`src/rtl/mfp_uart_transmitter_pkg.sv`:
```
// Shared UART definitions: FSM encodings, line levels and the baud divider derivation.
// Used by both the transmit and receive paths.
package mfp_uart_transmitter_pkg;

  typedef enum logic [2:0] {
    UART_IDLE   = 3'd0,
    UART_START  = 3'd1,
    UART_DATA   = 3'd2,
    UART_PARITY = 3'd3,
    UART_STOP   = 3'd4
  } uart_state_e;

  localparam logic LINE_IDLE  = 1'b1;
  localparam logic LINE_START = 1'b0;
  localparam logic LINE_STOP  = 1'b1;

  // Truncating division: the bit period is always a whole number of clocks.
  function automatic int clks_per_bit(input int clk_hz, input int baud);
    return clk_hz / baud;
  endfunction

endpackage

```
`src/rtl/mfp_uart_tx_fifo.sv`:
```
// Synchronous first-word fall-through FIFO; rd_data shows the head whenever empty is low.
// A push into a full FIFO is dropped even if a pop happens in the same cycle.
module mfp_uart_tx_fifo #(
  parameter  int WIDTH = 8,
  parameter  int DEPTH = 16,
  localparam int PTR_W = $clog2(DEPTH),
  localparam int LVL_W = $clog2(DEPTH + 1)
) (
  input  logic             clock,
  input  logic             reset_n,
  input  logic             push,
  input  logic [WIDTH-1:0] wr_data,
  input  logic             pop,
  output logic [WIDTH-1:0] rd_data,
  output logic             full,
  output logic             empty,
  output logic [LVL_W-1:0] level
);

  logic [DEPTH-1:0][WIDTH-1:0] mem;
  logic [PTR_W-1:0]            wr_ptr, rd_ptr;
  logic                        push_ok, pop_ok;

  assign full    = (level == LVL_W'(DEPTH));
  assign empty   = (level == '0);
  assign push_ok = push && !full;
  assign pop_ok  = pop && !empty;
  assign rd_data = mem[rd_ptr];

  always_ff @(posedge clock)
    if (push_ok) mem[wr_ptr] <= wr_data;

  always_ff @(posedge clock or negedge reset_n) begin
    if (!reset_n) begin
      wr_ptr <= '0;
      rd_ptr <= '0;
      level  <= '0;
    end else begin
      if (push_ok) wr_ptr <= wr_ptr + 1'b1;
      if (pop_ok)  rd_ptr <= rd_ptr + 1'b1;
      case ({push_ok, pop_ok})
        2'b10:   level <= level + 1'b1;
        2'b01:   level <= level - 1'b1;
        default: level <= level;
      endcase
    end
  end

endmodule

```
`src/rtl/mfp_uart_transmitter.sv`:
```
// UART transmitter: byte handshake into a FIFO, serialised as 8N1 (or 8E1 when
// MFP_UART_TX_PARITY_EN is defined) frames on a registered tx line.
module mfp_uart_transmitter
  import mfp_uart_transmitter_pkg::*;
#(
  parameter int CLOCK_FREQUENCY = 50000000,
  parameter int BAUD_RATE       = 115200,
  parameter int FIFO_DEPTH      = 16
) (
  input  logic                               clock,
  input  logic                               reset_n,
  input  logic [7:0]                         byte_data,
  input  logic                               byte_valid,
  output logic                               byte_ready,
  output logic                               tx,
  output logic                               busy,
  output logic [$clog2(FIFO_DEPTH+1)-1:0]    fifo_level
);

  localparam int CPB   = clks_per_bit(CLOCK_FREQUENCY, BAUD_RATE);
  localparam int DIV_W = (CPB > 1) ? $clog2(CPB) : 1;
  localparam logic [DIV_W-1:0] DIV_LAST = DIV_W'(CPB - 1);

  uart_state_e      state;
  logic [DIV_W-1:0] div;
  logic [2:0]       bit_idx;
  logic [7:0]       shift;
  logic [7:0]       head;
  logic             fifo_full, fifo_empty, pop, bit_end;
`ifdef MFP_UART_TX_PARITY_EN
  logic             parity;
`endif

  mfp_uart_tx_fifo #(.WIDTH(8), .DEPTH(FIFO_DEPTH)) u_fifo (
    .clock   (clock),
    .reset_n (reset_n),
    .push    (byte_valid),
    .wr_data (byte_data),
    .pop     (pop),
    .rd_data (head),
    .full    (fifo_full),
    .empty   (fifo_empty),
    .level   (fifo_level)
  );

  assign bit_end    = (div == DIV_LAST);
  // Pop from idle, or at the end of a stop bit so frames run back-to-back.
  assign pop        = !fifo_empty && ((state == UART_IDLE) || (state == UART_STOP && bit_end));
  assign byte_ready = !fifo_full;
  assign busy       = (state != UART_IDLE) || !fifo_empty;

  always_ff @(posedge clock or negedge reset_n) begin
    if (!reset_n) begin
      state   <= UART_IDLE;
      tx      <= LINE_IDLE;
      div     <= '0;
      bit_idx <= '0;
      shift   <= '0;
`ifdef MFP_UART_TX_PARITY_EN
      parity  <= 1'b0;
`endif
    end else begin
      case (state)
        UART_IDLE: begin
          div <= '0;
          tx  <= LINE_IDLE;
          if (pop) begin
            shift <= head;
            tx    <= LINE_START;
            state <= UART_START;
`ifdef MFP_UART_TX_PARITY_EN
            parity <= ^head;
`endif
          end
        end
        UART_START: begin
          if (bit_end) begin
            div     <= '0;
            tx      <= shift[0];
            bit_idx <= '0;
            state   <= UART_DATA;
          end else div <= div + 1'b1;
        end
        UART_DATA: begin
          if (bit_end) begin
            div <= '0;
            if (bit_idx == 3'd7) begin
`ifdef MFP_UART_TX_PARITY_EN
              tx    <= parity;
              state <= UART_PARITY;
`else
              tx    <= LINE_STOP;
              state <= UART_STOP;
`endif
            end else begin
              shift   <= shift >> 1;
              tx      <= shift[1];
              bit_idx <= bit_idx + 1'b1;
            end
          end else div <= div + 1'b1;
        end
`ifdef MFP_UART_TX_PARITY_EN
        UART_PARITY: begin
          if (bit_end) begin
            div   <= '0;
            tx    <= LINE_STOP;
            state <= UART_STOP;
          end else div <= div + 1'b1;
        end
`endif
        UART_STOP: begin
          if (bit_end) begin
            div <= '0;
            if (pop) begin
              shift <= head;
              tx    <= LINE_START;
              state <= UART_START;
`ifdef MFP_UART_TX_PARITY_EN
              parity <= ^head;
`endif
            end else state <= UART_IDLE;
          end else div <= div + 1'b1;
        end
        default: begin
          state <= UART_IDLE;
          tx    <= LINE_IDLE;
          div   <= '0;
        end
      endcase
    end
  end

endmodule

```
`config.mk`:
```
export PLATFORM = sky130hd
export DESIGN_NAME = mfp_uart_transmitter
export DESIGN_NICKNAME = d
export VERILOG_FILES = /design/src/rtl/mfp_uart_transmitter_pkg.sv /design/src/rtl/mfp_uart_tx_fifo.sv /design/src/rtl/mfp_uart_transmitter.sv
export SDC_FILE = /design/constraint.sdc
export NUM_CORES = 1
export LEC_CHECK = 0
export BUFFER_PORTS_ARGS = -buffer_cell sky130_fd_sc_hd__buf_2
export CELL_PAD_IN_SITES_DETAIL_PLACEMENT = 0
export CELL_PAD_IN_SITES_GLOBAL_PLACEMENT = 1
export CORE_MARGIN = 2
export CORE_UTILIZATION = 25
export DETAILED_ROUTE_END_ITERATION = 8
export PLACE_DENSITY_LB_ADDON = 0.08
export SYNTH_ARGS = -nofsm -noshare
export SYNTH_HDL_FRONTEND = slang
export SYNTH_SLANG_ARGS = --single-unit
```
`constraint.sdc`:
```
create_clock -name clock -period 2.8 [get_ports clock]
set_input_delay 0.56 -clock clock [delete_from_list [all_inputs] [get_ports clock]]
set_output_delay 0.56 -clock clock [all_outputs]
set_load 0.01 [all_outputs]
```
==> run_results.csv, run 1 <==
group,metric,value,unit
die,initial_utilization,25.5,%
place,io_buffers,18,
die,core,27000,µm²
die,fp.dieArea,28900,µm²
global_routing,grt_max_degree,38,
synth,ys_ff_latch,165,
pwr,ir_worst_vdd,0.000433,V
worst_setup_path,cp_max_fo,3,
global_routing,overflow,0,
clock_network,path_clk_slew,0.06,ns
synth,syn_area_per_cell,16.6,µm²
global_routing,grt_first_pass_wirelength,24.6,mm
drt,dr.pass1.iters,4,
die,num_io_pins,19,
worst_setup_path,worstSetupEndpointType,"flip-flop",
clock_network,cts_buffers,17,
drt,viasPerCell,4.46,
timing,fmax,352,MHz
synth,yosysUniqueCellTypes,51,
synth,ys.flop_type,"edfxtp_1",
timing,drv_slew,0,
place,gp_congestion,0.668,
place,dp_worst_setup_slack,-0.118,ns
finish,final_nets,488,
timing,finalHoldViolations,0,
drt,wl,16.0,mm
synth,syn_inst,414,
synth,syn_nets,438,
timing,finalCritPeriodShare,101,%
die,rows,60,
timing,tns,-0.0416,ns
worst_setup_path,cp-start-kind,"flip-flop",
timing,fin_crit,2.84,ns
outcome,status,"finished, violations left",
clock_network,cts_tree,"built",
synth,yosys.area.top_type,"edfxtp_1",
global_routing,grt_pass1_vias,3896,
drt,route.detailed.drc,0,
synth,ys_warn_count,0,
place,dp.final_hpwl,10.2,mm
worst_setup_path,crit_type,"flip-flop to flip-flop",
pwr,power_density,1020,nW/µm²
drt,drt-initial-drc-count,224,
drt,wl_per_cell,19.7,µm
timing,fin_ws,-0.0416,ns
synth,ys_async_sr_fraction,22.4,%
finish,antenna_cells,0,
global_routing,antenna_found_initial,0,
worst_setup_path,worstPathArrival,3.14,ns
clock_network,clkSinkCount,165,
timing,setup_viol,1,
finish,drive_above_1_share,28.3,%
clock_network,htreeDepth,4,
hold_path,hp-class,"input port to async pin",
worst_setup_path,slowest_stage,"or4b_4",
drt,ant_nets,0,
synth,seq_area_frac_synth,69.3,%
die,die_h,170,µm
clock_network,clock-root-buffer,"clkbuf_16",
outcome,violations,"setup timing",
die,die_w,170,µm
clock_network,clkLatencyLatePin,0.41,ns
pwr,leakage,2.80,nW
clock_network,cts_max_path_buffers,2,
timing,worstMarginPinSlew,1.16,ns
synth,synth_area_leaders,"edfxtp_1 (56%), dfrtp_1 (13%), mux4_2 (10%)",
synth,synth-edff-count,128,
synth,yosysTopAreaCellShare,55.8,%
drt,vias,3631,
worst_setup_path,max_stage_delay,0.57,ns
finish,synthToLayoutAreaGrowth,18.5,%
timing,skew,0.00559,ns
timing,rsz0062_at_grt,"yes",
worst_setup_path,critPathRequiredTime,3.10,ns
run,max_cap_viol_count,0,
timing,maxSlewHeadroom,22.5,%
worst_setup_path,path_cells,"or4b_4 -> o21ai_4 -> and3_4 -> ha_4 -> xor2_1 -> ha_2 -> o21a_1 -> o221a_4 -> o21ai_1 -> or3b_1 -> xnor2_1",
synth,synth_area,6890,µm²
global_routing,grtUsageTotal,11.8,%
## metal layers
| metal | GRT usage (%) | share of wire (%) | wire [µm] |
|---|---|---|---|
| met5 | 0 | 0 | 0 |
| met4 | 3.12 | 0.73 | 117 |
| met3 | 2.37 | 1.6 | 263 |
| met2 | 19.1 | 49 | 7790 |
| met1 | 16.3 | 49 | 7860 |
## logic make-up (layout without fill, tap and decap cells)
family / Yosys count / in the layout / synth area share (%)
DFF: 165 / 165 / 69.3
muxes: 36 / 36 / 11.1
AOI/OAI and AO/OA: 63 / 63 / 6.21
buffers and inverters: 28 / 88 / 1.85
and+or+nand+nor: 91 / 91 / 6.81
xor gates and xnor gates: 18 / 18 / 2.40
adders and majority gates: 13 / 13 / 2.36
## power by group
| group | internal [mW] | leakage [nW] | total, mW | switching [mW] |
|---|---|---|---|---|
| registers | 3.05 | 1.61 | 3.26 | 0.218 |
| logic | 1.29 | 0.940 | 2.87 | 1.58 |
| clock network | 1.21 | 0.250 | 2.16 | 0.943 |
## final timing paths
check | from | slack, ns | cells past startpoint | endpoint
setup / recovery | div[6]$_DFF_PN0_ | -0.04 | 11 | u_fifo.level[4]$_DFFE_PN0P_
hold / removal | reset_n | 0.19 | 2 | div[5]$_DFF_PN0_
setup reg to reg | div[6]$_DFF_PN0_ | -0.04 | 11 | u_fifo.level[4]$_DFFE_PN0P_
hold reg to reg | bit_idx[1]$_DFFE_PN0P_ | 0.50 | 1 | bit_idx[1]$_DFFE_PN0P_
max in group asynchronous | reset_n | 2.23 | 2 | u_fifo.rd_ptr[0]$_DFFE_PN0P_
min in group clock | bit_idx[1]$_DFFE_PN0P_ | 0.50 | 1 | bit_idx[1]$_DFFE_PN0P_
## state kept, by name (all words and copies together) (netlist names), 3 cells and up
name           count
bit_idx            3
div                9
shift              8
state              3
u_fifo.level       5
u_fifo.mem       128
u_fifo.rd_ptr      4
u_fifo.wr_ptr      4
## synthesized netlist by cell type (all sizes together) (3+ instances only)
cell and number:
a21oi 24, a22o 3, a22oi 17, buf 12, clkbuf 10, dfrtp 36
edfxtp 128, ha 13, inv 6, mux2 4, mux4 32, nand2 19
nand2b 4, nand3 4, nand4 3, nor2 39, nor2b 3, nor3 7
o21ai 9, xnor2 12, xor2 6
## metrics by stage
step           cells  power [mW]  utilization [%]  hold slack, ns  instance area [µm²]
2_1_floorplan    414        5.23                -           0.264                 6920
3_3_place_gp     785        6.23             28.2           0.487                 7610
3_5_place_dp     785        6.24             28.2           0.497                 7610
4_1_cts          815        8.45             30.2           0.206                 8160
5_1_grt          815        8.83             30.2           0.239                 8170
6_report         815        8.29             30.2           0.190                 8170
## cells in the final DEF (no fill, tap or decap), types with 6 or more instances in the layout
| cell | netlist | routed |
|---|---|---|
| a21oi_1 | 22 | 22 |
| buf_2 | 6 | 18 |
| nor3_1 | 7 | 7 |
| mux4_2 | 32 | 32 |
| edfxtp_1 | 128 | 128 |
| buf_4 | 1 | 33 |
| inv_1 | 6 | 6 |
| xnor2_1 | 11 | 11 |
| dfrtp_1 | 36 | 35 |
| clkbuf_16 | 0 | 17 |
| ha_1 | 13 | 11 |
| xor2_1 | 6 | 6 |
| o21ai_0 | 7 | 6 |
| nand2_1 | 19 | 19 |
| nor2_1 | 37 | 37 |
| a22oi_1 | 17 | 17 |
## critical path: cells and delay by family, from the launching register on
| kind | cells | cell delay, ns |
|---|---|---|
| AO/OA/AOI/OAI | 4 | 0.66 |
| XOR/XNOR | 2 | 0.19 |
| adder cells (fa/ha/maj) | 2 | 0.32 |
| flip-flops | 1 | 0.38 |
| AND/OR/NAND/NOR | 3 | 1.17 |
## cell type report
class,count,area (µm²)
timing repair buffer,53,378
sequential,165,4770
fill,2700,18900
multi-input combinational,221,2030
inverter,6,22.5
clock buffer,18,429
tap,341,427
clock inverter,11,104
## timing repair
item	4_1_cts	5_1_grt
gates resized for setup	2	1
setup buffers	1	0
endpoints found under the hold margin	0	0
setup endpoints to repair	1	1
hold buffers	0	0
pin swaps	1	1
No activity file was read; power rests on OpenSTA's default activity.
==> run 2: changes to the inputs <==
--- a/config.mk
+++ b/config.mk
@@ -5,6 +5,7 @@
 export SDC_FILE = /design/constraint.sdc
 export NUM_CORES = 1
 export LEC_CHECK = 0
+export ABC_AREA = 1
 export BUFFER_PORTS_ARGS = -buffer_cell sky130_fd_sc_hd__buf_2
 export CELL_PAD_IN_SITES_DETAIL_PLACEMENT = 0
 export CELL_PAD_IN_SITES_GLOBAL_PLACEMENT = 1
@@ -12,6 +13,8 @@
 export CORE_UTILIZATION = 25
 export DETAILED_ROUTE_END_ITERATION = 8
 export PLACE_DENSITY_LB_ADDON = 0.08
+export SKIP_CTS_REPAIR_TIMING = 1
+export SLEW_MARGIN = 20
 export SYNTH_ARGS = -nofsm -noshare
 export SYNTH_HDL_FRONTEND = slang
 export SYNTH_SLANG_ARGS = --single-unit
==> run 2 against run 1 <==
  * The flow now finishes without violations
  * Largest power group unchanged
  * Clock skew up 0.011 ns
  * Count of clock-buffer cells in the layout down 1
  * Die area up 4.1%
  * Global-route usage up 1.3 points
==> run_results.csv, run 2 <==
group,metric,value,unit
finish,final_cell_mix,"edfxtp_1 (128), nand2_1 (121), nor2_1 (116)",
worst_setup_path,rrSetupSlack,0.22,ns
worst_setup_path,worstSetupEndpointType,"flip-flop",
synth,yosysUniqueCellTypes,32,
worst_setup_path,cp-start-kind,"flip-flop",
die,core,28500,µm²
timing,skew,0.0167,ns
place,dp_worst_setup_slack,0.201,ns
finish,fin_cells,1113,
pwr,p_int,4.32,mW
synth,yosysMostFrequentCell,"edfxtp_1",
clock_network,clkSinkCount,165,
clock_network,clock-root-buffer,"clkbuf_16",
finish,top_regs,"u_fifo.mem (128), div (9), shift (8)",
die,initial_utilization,25.2,%
worst_setup_path,worstPathArrival,2.90,ns
clock_network,cts_buffers,17,
timing,setup_viol,0,
worst_setup_path,crit_type,"flip-flop to flip-flop",
pwr,pwr-share-seq,49.6,%
finish,regMostFlops,"u_fifo.mem",
timing,maxSlewHeadroom,57.7,%
timing,tns,0,ns
die,die_w,173,µm
timing,finalCritPeriodShare,92.0,%
synth,syn_area_per_cell,10.6,µm²
pwr,leakage,3.38,nW
finish,fillers,2992,
finish,drive_above_1_share,12.2,%
finish,synthToLayoutAreaGrowth,17.9,%
clock_network,clkLatencyLatePin,0.44,ns
synth,syn_nets,701,
worst_setup_path,cp_max_fo,6,
synth,synth_area_leaders,"edfxtp_1 (54%), dfrtp_1 (13%), nand2_1 (6.3%)",
finish,final_common_cell,"edfxtp_1",
synth,ys.flop_type,"edfxtp_1",
pwr,power_frac_comb,11.4,%
die,num_io_pins,19,
synth,yosysTopAreaCellShare,53.6,%
global_routing,grt_pass1_vias,4724,
synth,syn_inst,677,
pwr,p_sw,1.74,mW
timing,worstMarginPinSlew,0.634,ns
global_routing,grt_max_degree,51,
timing,rsz0062_at_grt,"no",
pwr,clockPowerShare,39.0,%
synth,yosys.area.top_type,"edfxtp_1",
global_routing,grtUsageTotal,13.2,%
timing,drv_slew,0,
drt,ant_nets,0,
place,dpl.cell_count,1080,
pwr,ir_worst_vdd,0.000343,V
drt,route.detailed.drc,0,
synth,synth-edff-count,128,
die,rows,62,
timing,finalHoldViolations,0,
worst_setup_path,rr_worst_depth,16,
global_routing,grt_first_pass_wirelength,29.2,mm
synth,ys_ff_latch,165,
clock_network,path_clk_slew,0.07,ns
clock_network,cts_tree,"built",
synth,ys_warn_count,0,
pwr,power_density,715,nW/µm²
finish,antenna_cells,0,
drt,viasPerCell,4.36,
finish,largest_reg_flops,128,
synth,synth_area,7180,µm²
timing,fmax,388,MHz
place,io_buffers,18,
run,max_cap_viol_count,0,
clock_network,cts_max_path_buffers,2,
place,gp_congestion,0.759,
clock_network,htreeDepth,4,
synth,ys_async_sr_fraction,22.4,%
hold_path,hp-class,"input port to async pin",
drt,drt-initial-drc-count,363,
drt,wl_per_cell,17.2,µm
drt,wl,19.2,mm
worst_setup_path,critPathRequiredTime,3.12,ns
synth,ys_top_cells_by_count,"edfxtp_1 (128), nand2_1 (121), nor2_1 (116), nand3_1 (69), inv_1 (54)",
outcome,status,"complete, no violations",
die,die_h,173,µm
synth,seq_area_frac_synth,66.5,%
timing,fin_ws,0.224,ns
timing,fin_hold_ws,0.102,ns
die,fp.dieArea,30100,µm²
global_routing,antenna_found_initial,0,
place,dp.final_hpwl,12.2,mm
drt,vias,4850,
pwr,finalPower,6.05,mW
drt,dr.pass1.iters,5,
global_routing,overflow,0,
finish,final_nets,740,
timing,fin_crit,2.58,ns
pwr,switching_share,28.7,%
-- run 2: changes by cell type after synthesis, moves of 8 or more --
cell,before,now
nand2_1,19,121
nor2_1,37,116
nand3_1,4,69
inv_1,6,54
o21ai_0,7,52
mux4_2,32,0
a22oi_1,17,0
a21oi_1,22,11
o211ai_1,0,11
xnor2_1,11,3
-- run 2: cell families after synthesis --
kind of cell | synth area share (%)
AO/OA/AOI/OAI | 6.49
adder cells (fa/ha/maj) | 2.27
flip-flops | 66.5
AND/OR/NAND/NOR | 18.3
buffers and inverters | 4.72
XOR/XNOR | 1.71
-- run 2: stage by stage --
step                      util (%)  area (µm²)
after global routing          29.7        8460
after CTS                     29.7        8450
after floorplan                  -        7180
after detailed placement      27.6        7850
after global placement        27.6        7850
final                         29.7        8460
-- run 2: routing by layer --
metal	global-route usage, %	up-vias	share of wire (%)
met5	0	-	0
met4	3.99	0	1.1
met3	2.70	11	2.9
met2	21.4	91	48
met1	17.8	2384	48
li1	-	2364	-
-- run 2: path summary, 6_finish.rpt --
kind                                        from                     endpoint
worst min register to register  div[8]$_DFF_PN0_             div[8]$_DFF_PN0_
worst min-delay path                     reset_n             div[2]$_DFF_PN0_
worst max register to register  div[0]$_DFF_PN0_  u_fifo.level[4]$_DFFE_PN0P_
worst max-delay path            div[0]$_DFF_PN0_  u_fifo.level[4]$_DFFE_PN0P_
max in group asynchronous                reset_n               tx$_DFFE_PN1P_
min in group clock              div[8]$_DFF_PN0_             div[8]$_DFF_PN0_
-- run 2: layout make-up --
type	instances	area, µm²	area share (%)
Tap cell	384	480	5.68
Timing Repair Buffer	46	313	3.70
Clock inverter	15	180	2.13
Sequential cell	165	4770	56.4
Multi-Input combinational cell	427	2070	24.4
Clock buffer	17	425	5.03
Inverter	59	225	2.66
-- run 2: worst max-delay path, cell delays in order (launching register included) --
cell        delay, ns
dfrtp_1          0.42
ha_1             0.22
nand2_1          0.07
nor2_1           0.04
nand2_1          0.11
nand2_1          0.11
nand3_4          0.12
clkinvlp_4       0.14
ha_1             0.23
xor2_1           0.17
ha_1             0.20
a21o_1           0.17
and3_1           0.18
o21bai_1         0.13
nand2_1          0.06
nand2_1          0.05
nand2_1          0.05
-- run 2: power by group through the flow --
stage          combinational (mW)  clock [mW]  sequential, mW
6_report                    0.691        2.36            3.00
5_1_grt                     0.783        2.53            3.03
2_1_floorplan               0.385           0            3.05
3_5_place_dp                0.703           0            3.05
4_1_cts                     0.706        2.43            3.00
3_3_place_gp                0.701           0            3.05
